<file path="config.mk">
export PLATFORM = sky130hd
export DESIGN_NAME = chan_arb_mux_flat
export DESIGN_NICKNAME = d
export VERILOG_FILES = /design/src/rtl/chan_arb_mux_if.sv /design/src/rtl/chan_arb_mux.sv /design/src/flat_wrapper.sv
export SDC_FILE = /design/constraint.sdc
export NUM_CORES = 1
export LEC_CHECK = 0
export CAP_MARGIN = 15
export CORE_MARGIN = 4
export CORE_UTILIZATION = 30
export DETAILED_ROUTE_END_ITERATION = 7
export PLACE_DENSITY = 0.69
export SETUP_SLACK_MARGIN = 0.1
export SYNTH_ARGS = -nofsm -noshare
export SYNTH_HDL_FRONTEND = slang
export SYNTH_SLANG_ARGS = --single-unit
export TNS_END_PERCENT = 5
</file>
<file path="constraint.sdc">
create_clock -name clk -period 6.9 [get_ports clk]
set_clock_uncertainty 0.2 [all_clocks]
set_input_delay 1.725 -clock clk [delete_from_list [all_inputs] [get_ports clk]]
set_output_delay 1.725 -clock clk [all_outputs]
set_load 0.05 [all_outputs]
</file>
<file path="src/rtl/chan_arb_mux_if.sv">
// Channel-side and sink-side handshake bundle for chan_arb_mux.
// slave = the arbiter's view, master = the driver/sink view.
interface chan_arb_mux_if #(
    parameter int WIDTH = 8,
    parameter int NCH   = 4,
    parameter int SELW  = 2
);
    logic [NCH*WIDTH-1:0] in_data;
    logic [NCH-1:0]       in_valid;
    logic [NCH-1:0]       in_ready;
    logic [1:0]           mode;
    logic [SELW-1:0]      sel;
    logic [WIDTH-1:0]     out_data;
    logic                 out_valid;
    logic                 out_ready;
    logic [SELW-1:0]      out_chan;

    modport slave (
        input  in_data, in_valid, mode, sel, out_ready,
        output in_ready, out_data, out_valid, out_chan
    );

    modport master (
        output in_data, in_valid, mode, sel, out_ready,
        input  in_ready, out_data, out_valid, out_chan
    );
endinterface

</file>
<file path="src/rtl/chan_arb_mux.sv">
// N-channel arbiter/mux into a single registered output slot.
// Modes: round-robin, fixed priority, forced select, hold.
module chan_arb_mux #(
    parameter int WIDTH = 8,
    parameter int NCH   = 4,
    parameter int SELW  = 2
) (
    input  logic          clk,
    input  logic          rst,
    chan_arb_mux_if.slave bus
);
    logic [WIDTH-1:0] out_data_q, out_data_d;
    logic [SELW-1:0]  out_chan_q, out_chan_d;
    logic             out_valid_q, out_valid_d;
    logic [SELW-1:0]  ptr_q, ptr_d;

    logic             acc;
    logic             gnt_vld;
    logic [SELW-1:0]  gnt_idx;
    logic [WIDTH-1:0] gnt_data;
    logic [NCH-1:0]   ready;

    // Slot can take a word when empty or being drained this edge.
    assign acc = !out_valid_q || bus.out_ready;

    always_comb begin
        gnt_vld = 1'b0;
        gnt_idx = '0;
        case (bus.mode)
            2'b00: begin
                for (int i = 0; i < NCH; i++) begin
                    if (!gnt_vld && bus.in_valid[(int'(ptr_q) + i) % NCH]) begin
                        gnt_vld = 1'b1;
                        gnt_idx = SELW'((int'(ptr_q) + i) % NCH);
                    end
                end
            end
            2'b01: begin
                for (int i = NCH - 1; i >= 0; i--) begin
                    if (bus.in_valid[i]) begin
                        gnt_vld = 1'b1;
                        gnt_idx = SELW'(i);
                    end
                end
            end
            2'b10: begin
                // Out-of-range sel never matches any channel, so no grant.
                for (int i = 0; i < NCH; i++) begin
                    if (bus.sel == SELW'(i) && bus.in_valid[i]) begin
                        gnt_vld = 1'b1;
                        gnt_idx = SELW'(i);
                    end
                end
            end
            default: ;
        endcase
    end

    always_comb begin
        gnt_data = '0;
        ready    = '0;
        for (int k = 0; k < NCH; k++) begin
            if (gnt_idx == SELW'(k)) begin
                gnt_data = bus.in_data[k*WIDTH +: WIDTH];
                ready[k] = acc && gnt_vld && !rst;
            end
        end
    end

    always_comb begin
        out_data_d  = out_data_q;
        out_chan_d  = out_chan_q;
        out_valid_d = out_valid_q;
        ptr_d       = ptr_q;
        if (acc) begin
            out_valid_d = gnt_vld;
            if (gnt_vld) begin
                out_data_d = gnt_data;
                out_chan_d = gnt_idx;
                ptr_d      = (gnt_idx == SELW'(NCH - 1)) ? '0 : gnt_idx + SELW'(1);
            end
        end
    end

    always_ff @(posedge clk or posedge rst) begin
        if (rst) begin
            out_data_q  <= '0;
            out_chan_q  <= '0;
            out_valid_q <= 1'b0;
            ptr_q       <= '0;
        end else begin
            out_data_q  <= out_data_d;
            out_chan_q  <= out_chan_d;
            out_valid_q <= out_valid_d;
            ptr_q       <= ptr_d;
        end
    end

    assign bus.in_ready  = ready;
    assign bus.out_data  = out_data_q;
    assign bus.out_chan  = out_chan_q;
    assign bus.out_valid = out_valid_q;
endmodule
</file>
<file path="src/flat_wrapper.sv">
// flat-port wrapper written by rule: the top's interface ports become plain ports
module chan_arb_mux_flat 
#(
    parameter int WIDTH = 8,
    parameter int NCH   = 4,
    parameter int SELW  = 2
)
  (clk, rst, bus_in_data, bus_in_valid, bus_mode, bus_sel, bus_out_ready, bus_in_ready, bus_out_data, bus_out_valid, bus_out_chan);
  chan_arb_mux_if #(.WIDTH(WIDTH), .NCH(NCH), .SELW(SELW)) bus_i ();
  input  logic clk;
  input  logic rst;
  input wire logic [$bits(bus_i.in_data)-1:0] bus_in_data;
  input wire logic [$bits(bus_i.in_valid)-1:0] bus_in_valid;
  input wire logic [$bits(bus_i.mode)-1:0] bus_mode;
  input wire logic [$bits(bus_i.sel)-1:0] bus_sel;
  input wire logic [$bits(bus_i.out_ready)-1:0] bus_out_ready;
  output wire logic [$bits(bus_i.in_ready)-1:0] bus_in_ready;
  output wire logic [$bits(bus_i.out_data)-1:0] bus_out_data;
  output wire logic [$bits(bus_i.out_valid)-1:0] bus_out_valid;
  output wire logic [$bits(bus_i.out_chan)-1:0] bus_out_chan;
  assign bus_i.in_data = bus_in_data;
  assign bus_i.in_valid = bus_in_valid;
  assign bus_i.mode = bus_mode;
  assign bus_i.sel = bus_sel;
  assign bus_i.out_ready = bus_out_ready;
  assign bus_in_ready = bus_i.in_ready;
  assign bus_out_data = bus_i.out_data;
  assign bus_out_valid = bus_i.out_valid;
  assign bus_out_chan = bus_i.out_chan;
  chan_arb_mux #(.WIDTH(WIDTH), .NCH(NCH), .SELW(SELW)) u_core (.clk(clk), .rst(rst), .bus(bus_i));
endmodule
</file>
==> results of run 1 <==
==> area by class of cell <==
class / count / area, µm² / share of cell area
clock buffers: 4 / 26.3 / 0.0154
inverters: 4 / 15.0 / 0.00882
flip-flops and latches: 13 / 325 / 0.191
repair buffers: 59 / 581 / 0.341
multi-input cells: 92 / 697 / 0.410
well taps: 46 / 57.6 / 0.0338
==> where the power goes <==
group / total, mW / switching, mW / internal, mW / leakage, nW
clock: 0.0454 / 0.0231 / 0.0224 / 0.0150
sequential: 0.117 / 0.0162 / 0.101 / 0.158
combinational: 0.251 / 0.140 / 0.111 / 0.523
==> metal layers <==
metal | track usage | vias up | wire [µm]
li1 | - | 548 | -
met1 | 0.165 | 518 | 1350
met2 | 0.232 | 18 | 1710
met3 | 0.0312 | 4 | 71
met4 | 0.0471 | 0 | 52
met5 | 0 | - | 0
==> worst max-delay path by stage <==
stage,startpoint,endpoint
2_1_floorplan,bus_in_valid[1],bus_in_ready[3]
3_3_place_gp,bus_in_valid[1],bus_in_ready[1]
3_5_place_dp,bus_in_valid[1],bus_in_ready[1]
4_1_cts,bus_in_valid[1],bus_in_ready[1]
5_1_grt,bus_in_valid[3],bus_in_ready[1]
6_report,bus_in_valid[1],bus_in_ready[1]
==> flip-flops by register name, indices dropped and copies added (netlist names) <==
name,count
u_core.bus.out_data,8
u_core.bus.out_chan,2
u_core.bus.out_valid,1
u_core.ptr_q,2
==> layout by cell type (no fill, tap or decap), types with 5 or more instances in the layout <==
master	netlist	final
nor2b_1	11	11
o31ai_1	7	7
mux2_4	5	5
mux2_2	6	6
clkdlybuf4s50_1	0	55
dfrtp_1	13	13
a221oi_1	7	7
nand2_1	11	11
==> stage by stage <==
step | cells | total power [mW] | hold slack (ps)
final | 218 | 0.413 | 313
after global routing | 218 | 0.439 | 337
after detailed placement | 214 | 0.370 | 296
after floorplan | 115 | 0.280 | 370
after global placement | 214 | 0.367 | 293
after CTS | 218 | 0.417 | 319
==> cell usage after synthesis (all sizes together), types with 3 or more instances <==
cell type  count  area share
and3           5       0.034
nor2           4       0.014
clkbuf         3       0.010
buf            3       0.028
dfrtp         13        0.30
nand2         11       0.038
a21oi          4       0.019
o31ai          7       0.049
inv            4       0.014
ha             4       0.046
nor2b         11       0.064
mux2          11        0.13
a221oi         7       0.057
==> kinds of logic (layout without fill, tap and decap cells) <==
kind of cell,count (synthesis),after routing,share of synthesized area
AOI/OAI and AO/OA,34,34,0.234
adders and majority gates,4,4,0.0464
DFF,13,13,0.302
and+or+nand+nor,41,41,0.215
buffers and inverters,10,67,0.0522
muxes,13,13,0.151
==> results_dict.tcl, run 1 <==
set metrics [dict create \
    clock-sinks 13 \
    num_rows 21 \
    io_pins 58 \
    initial_utilization 0.316 \
    slowest_stage "or4b_2" \
    slew_headroom 0.602 \
    startpoint_type "input port" \
    dieArea_um2 4620 \
    antenna_left 0 \
    gr-total-overflow 0 \
    h-tree-depth 1 \
    die-height_um 68.0 \
    holdBufCountCts 0 \
    gp_congestion 0.837 \
    crit_family "buffers and inverters" \
    core_um2 3420 \
    rrSetupSlack_ps 3930 \
    die_w_um 68.0 \
    outcome "complete, no violations" \
    max-cap-violations 0 \
    fin_area_um2 1700 \
    worst-path-stages 8 \
    rsz0062_at_grt "no" \
    grt_max_degree 18 \
    rr_startpoint "u_core.ptr_q[1]" \
    rr_endpoint "u_core.bus.out_data[1]" \
    cp_data_arrival_time_ps 4560 \
    fillers 339 \
    synth_top_flop_cell "dfrtp_1" \
    grt_pass1_vias 1054 \
    syn_avg_cell_area_um2 9.38 \
    worst_slack_ps 418 \
    cts_setup_buffers 0 \
    final_core_util 0.498 \
    setup_tns_ps 0 \
    finalHoldViolations 0 \
    clockRootBuffer "clkbuf_4" \
    cts.clk_slew.worst_paths_ps 70 \
    max_freq_ghz 0.154 \
    grt_usage 0.135 \
    placed_cell_area_um2 1680 \
    cts_tree "built" \
    whs_endpoint "u_core.bus.out_data[7]" \
    cts.path.max_buffers 2 \
    critPathKind "input port to primary output" \
    synthArstFlopShare 1.00 \
    numCtsBuffers 3 \
    setup_viol 0 \
    leakagePower_nw 0.695 \
    fin_crit_sh 0.939 \
    hold_depth 1 \
    wl_per_cell_um 14.6 \
    num_antenna_cells 0 \
    finalMaxSlewViolations 0 \
    synth-edff-count 0 \
    synthesis.nets 162 \
    pwr_density_cell_nw_per_um2 243 \
    synth_cell_type_count 38 \
    area_delta_synth_final_pct 57.8 \
    cp_max_fo 11 \
    drive_above_1_share 0.128 \
    cp-end-kind "primary output" \
    path_common_cell "clkdlybuf4s50_1" \
    crit_buf_inv 3 \
    antenna_found_initial 0 \
    finalNetCount 220 \
    path_cells "clkdlybuf4s50_1, or4b_2, o22ai_1, a31o_2, inv_1, ha_1, and3_1, clkdlybuf4s50_1" \
    grt_pass1_wl_um 4860 \
    post_cts_resized 0 \
    clk_latency_ps 270 \
    hold_path_class "flop to flop" \
    io_buffers 57 \
    first_pass_iters 4 \
    reg2regPathDepth 9 \
    synth_seq_area_share 0.302 \
    via_per_inst 4.99 \
    ir_drop_v 0.000127 \
    routed_wl_um 3190 \
    worst_slew_pin_slew_ps 596 \
    cpPeakStageDelay_ps 700 \
    ys_seq_elements 13 \
    crit_required_ps 4970 \
    synthesis.area_um2 1080 \
    min_period_ps 6480 \
    drt_iter0_drc 29 \
    num_vias 1088 \
    syn_inst 115 \
    dp_slack_ps 439 \
    min-delay-start "u_core.bus.out_data[7]" \
    dp_hpwl_um 2650 \
    yosys_warnings 0 \
    drc 0 \
]
Power figures use the tool's default switching activity.
==> run 2, diff against run 1 <==
--- a/config.mk
+++ b/config.mk
@@ -5,11 +5,11 @@
 export SDC_FILE = /design/constraint.sdc
 export NUM_CORES = 1
 export LEC_CHECK = 0
-export CAP_MARGIN = 15
-export CORE_MARGIN = 4
-export CORE_UTILIZATION = 30
+export CELL_PAD_IN_SITES_DETAIL_PLACEMENT = 1
+export CELL_PAD_IN_SITES_GLOBAL_PLACEMENT = 2
+export CORE_UTILIZATION = 23
 export DETAILED_ROUTE_END_ITERATION = 7
-export PLACE_DENSITY = 0.69
+export PLACE_DENSITY = 0.89
 export SETUP_SLACK_MARGIN = 0.1
 export SYNTH_ARGS = -nofsm -noshare
 export SYNTH_HDL_FRONTEND = slang
==> run 2 against run 1 <==
  * The run now ends with design-rule violations left
  * Sequential share of layout area shrank 0.37 points
  * Count of clock-buffer cells in the layout is the same
  * Design area grew 2.0%
  * Fmax rose by 0.76%
  * Critical path depth is the same
  * Worst hold slack gained 2.7 ps
  * Non-clock buffer count is 1 higher
  * Critical path type unchanged
  * Largest cell class unchanged
==> results_dict.tcl, run 2 (synthesized netlist as in run 1, its figures left out) <==
set metrics [dict create \
    drt_iter0_drc 27 \
    initial_utilization 0.243 \
    gp_congestion 0.886 \
    antenna_left 0 \
    gr-total-overflow 0 \
    critPathKind "input port to primary output" \
    io_buffers 57 \
    max_freq_ghz 0.155 \
    finalMaxSlewViolations 0 \
    die_w_um 70.5 \
    grt_pass1_wl_um 5870 \
    cts.clk_slew.worst_paths_ps 50 \
    startpoint_type "input port" \
    final_cell_mix "55 x clkdlybuf4s50_1, 13 x dfrtp_1, 11 x nor2b_1, 11 x nand2_1" \
    pwr_density_cell_nw_per_um2 255 \
    crit_required_ps 4970 \
    clockRootBuffer "clkbuf_8" \
    drc 10 \
    antenna_found_initial 0 \
    dp_hpwl_um 2890 \
    cp_max_fo 7 \
    worst_slew_pin_slew_ps 575 \
    fillers 515 \
    clock-sinks 13 \
    holdBufCountCts 0 \
    routed_wl_um 3650 \
    fin_crit_sh 0.932 \
    num_vias 1127 \
    cts_tree "built" \
    internal-power_mw 0.253 \
    hold_path_class "flop to flop" \
    mostFrequentLayoutCell "clkdlybuf4s50_1" \
    io_pins 58 \
    clk_latency_ps 240 \
    h-tree-depth 1 \
    core_um2 4440 \
    register_area_um2 325 \
    power.share.clock 0.150 \
    largest_register_ffs 8 \
    leakagePower_nw 0.708 \
    finalHoldViolations 0 \
    post_cts_resized 0 \
    outcome "finished with violations" \
    min_period_ps 6430 \
    num_antenna_cells 0 \
    p_sw_mw 0.189 \
    setup_viol 0 \
    wl_per_cell_um 16.2 \
    failed_checks "design-rule violations" \
    whs_ps 316 \
    power_frac_seq 0.275 \
    switching_share 0.427 \
    cp-end-kind "primary output" \
    grt_max_degree 18 \
    cts_setup_buffers 0 \
    finalPower_mw 0.442 \
    cp_data_arrival_time_ps 4510 \
    grt_usage 0.148 \
    dieArea_um2 4970 \
    area_delta_synth_final_pct 60.9 \
    rsz0062_at_grt "no" \
    grt_pass1_vias 1163 \
    num_rows 24 \
    die-height_um 70.5 \
    slew_headroom 0.617 \
    ir_drop_v 0.000203 \
    setup_tns_ps 0 \
    finalNetCount 221 \
    numCtsBuffers 3 \
    via_per_inst 5.01 \
    cts.path.max_buffers 2 \
    final_core_util 0.390 \
    p_comb_frac 0.575 \
    multi_input_area_um2 697 \
    max-cap-violations 0 \
    drive_above_1_share 0.133 \
    first_pass_iters 6 \
]
run 2: critical path: stages:
cell             delay, ps
clkdlybuf4s50_1        590
nor2b_1                260
a21oi_1                100
a211oi_1               480
or2_2                  230
ha_1                   160
and3_1                 150
clkdlybuf4s50_1        810
run 2: per-stage QoR:
step	setup WS (ps)	cells	instance area, µm²
after floorplan	1190	115	1080
after global placement	617	221	1690
after detailed placement	494	221	1690
after CTS	475	225	1740
after global routing	290	225	1740
final	467	225	1740
run 2: path summary, 6_finish.rpt:
kind                       slack [ps]                endpoint                    from  cells past startpoint
max                               470         bus_in_ready[1]         bus_in_valid[3]                      8
min                               320  u_core.bus.out_data[7]  u_core.bus.out_data[7]                      1
max reg2reg                      3710  u_core.bus.out_data[0]         u_core.ptr_q[1]                     10
min reg2reg                       320  u_core.bus.out_data[7]  u_core.bus.out_data[7]                      1
max in group asynchronous        4470  u_core.bus.out_chan[0]                     rst                      2
min in group asynchronous        1650  u_core.bus.out_data[6]                     rst                      2
run 2: cell type report:
type / instances / area share
Sequential cell: 13 / 0.187
Timing Repair Buffer: 60 / 0.339
Clock buffer: 4 / 0.0260
Tap cell: 52 / 0.0375
Inverter: 4 / 0.00865
Multi-Input combinational cell: 92 / 0.402
run 2: per-layer routing:
metal	vias to the layer above	wire, µm	part of all wire	track usage
li1	556	-	-	-
met1	536	1660	0.45	0.188
met2	35	1800	0.49	0.260
met3	0	193	0.053	0.0418
met4	0	0	0	0.00680
met5	-	0	0	0
run 2: power by group through the flow:
stage / Clock (mW) / Combinational (mW) / Sequential [mW]
2_1_floorplan: 0 / 0.0862 / 0.193
3_3_place_gp: 0 / 0.248 / 0.121
3_5_place_dp: 0 / 0.253 / 0.122
4_1_cts: 0.0687 / 0.256 / 0.122
5_1_grt: 0.0729 / 0.269 / 0.125
6_report: 0.0663 / 0.254 / 0.122
==> run 3, diff against run 2 <==
--- a/config.mk
+++ b/config.mk
@@ -5,12 +5,14 @@
 export SDC_FILE = /design/constraint.sdc
 export NUM_CORES = 1
 export LEC_CHECK = 0
+export CAP_MARGIN = 20
 export CELL_PAD_IN_SITES_DETAIL_PLACEMENT = 1
 export CELL_PAD_IN_SITES_GLOBAL_PLACEMENT = 2
 export CORE_UTILIZATION = 23
 export DETAILED_ROUTE_END_ITERATION = 7
 export PLACE_DENSITY = 0.89
 export SETUP_SLACK_MARGIN = 0.1
+export SLEW_MARGIN = 40
 export SYNTH_ARGS = -nofsm -noshare
 export SYNTH_HDL_FRONTEND = slang
 export SYNTH_SLANG_ARGS = --single-unit
==> results of run 3 <==
Same layout as run 2: the final DEF is identical, and so are final timing and power.
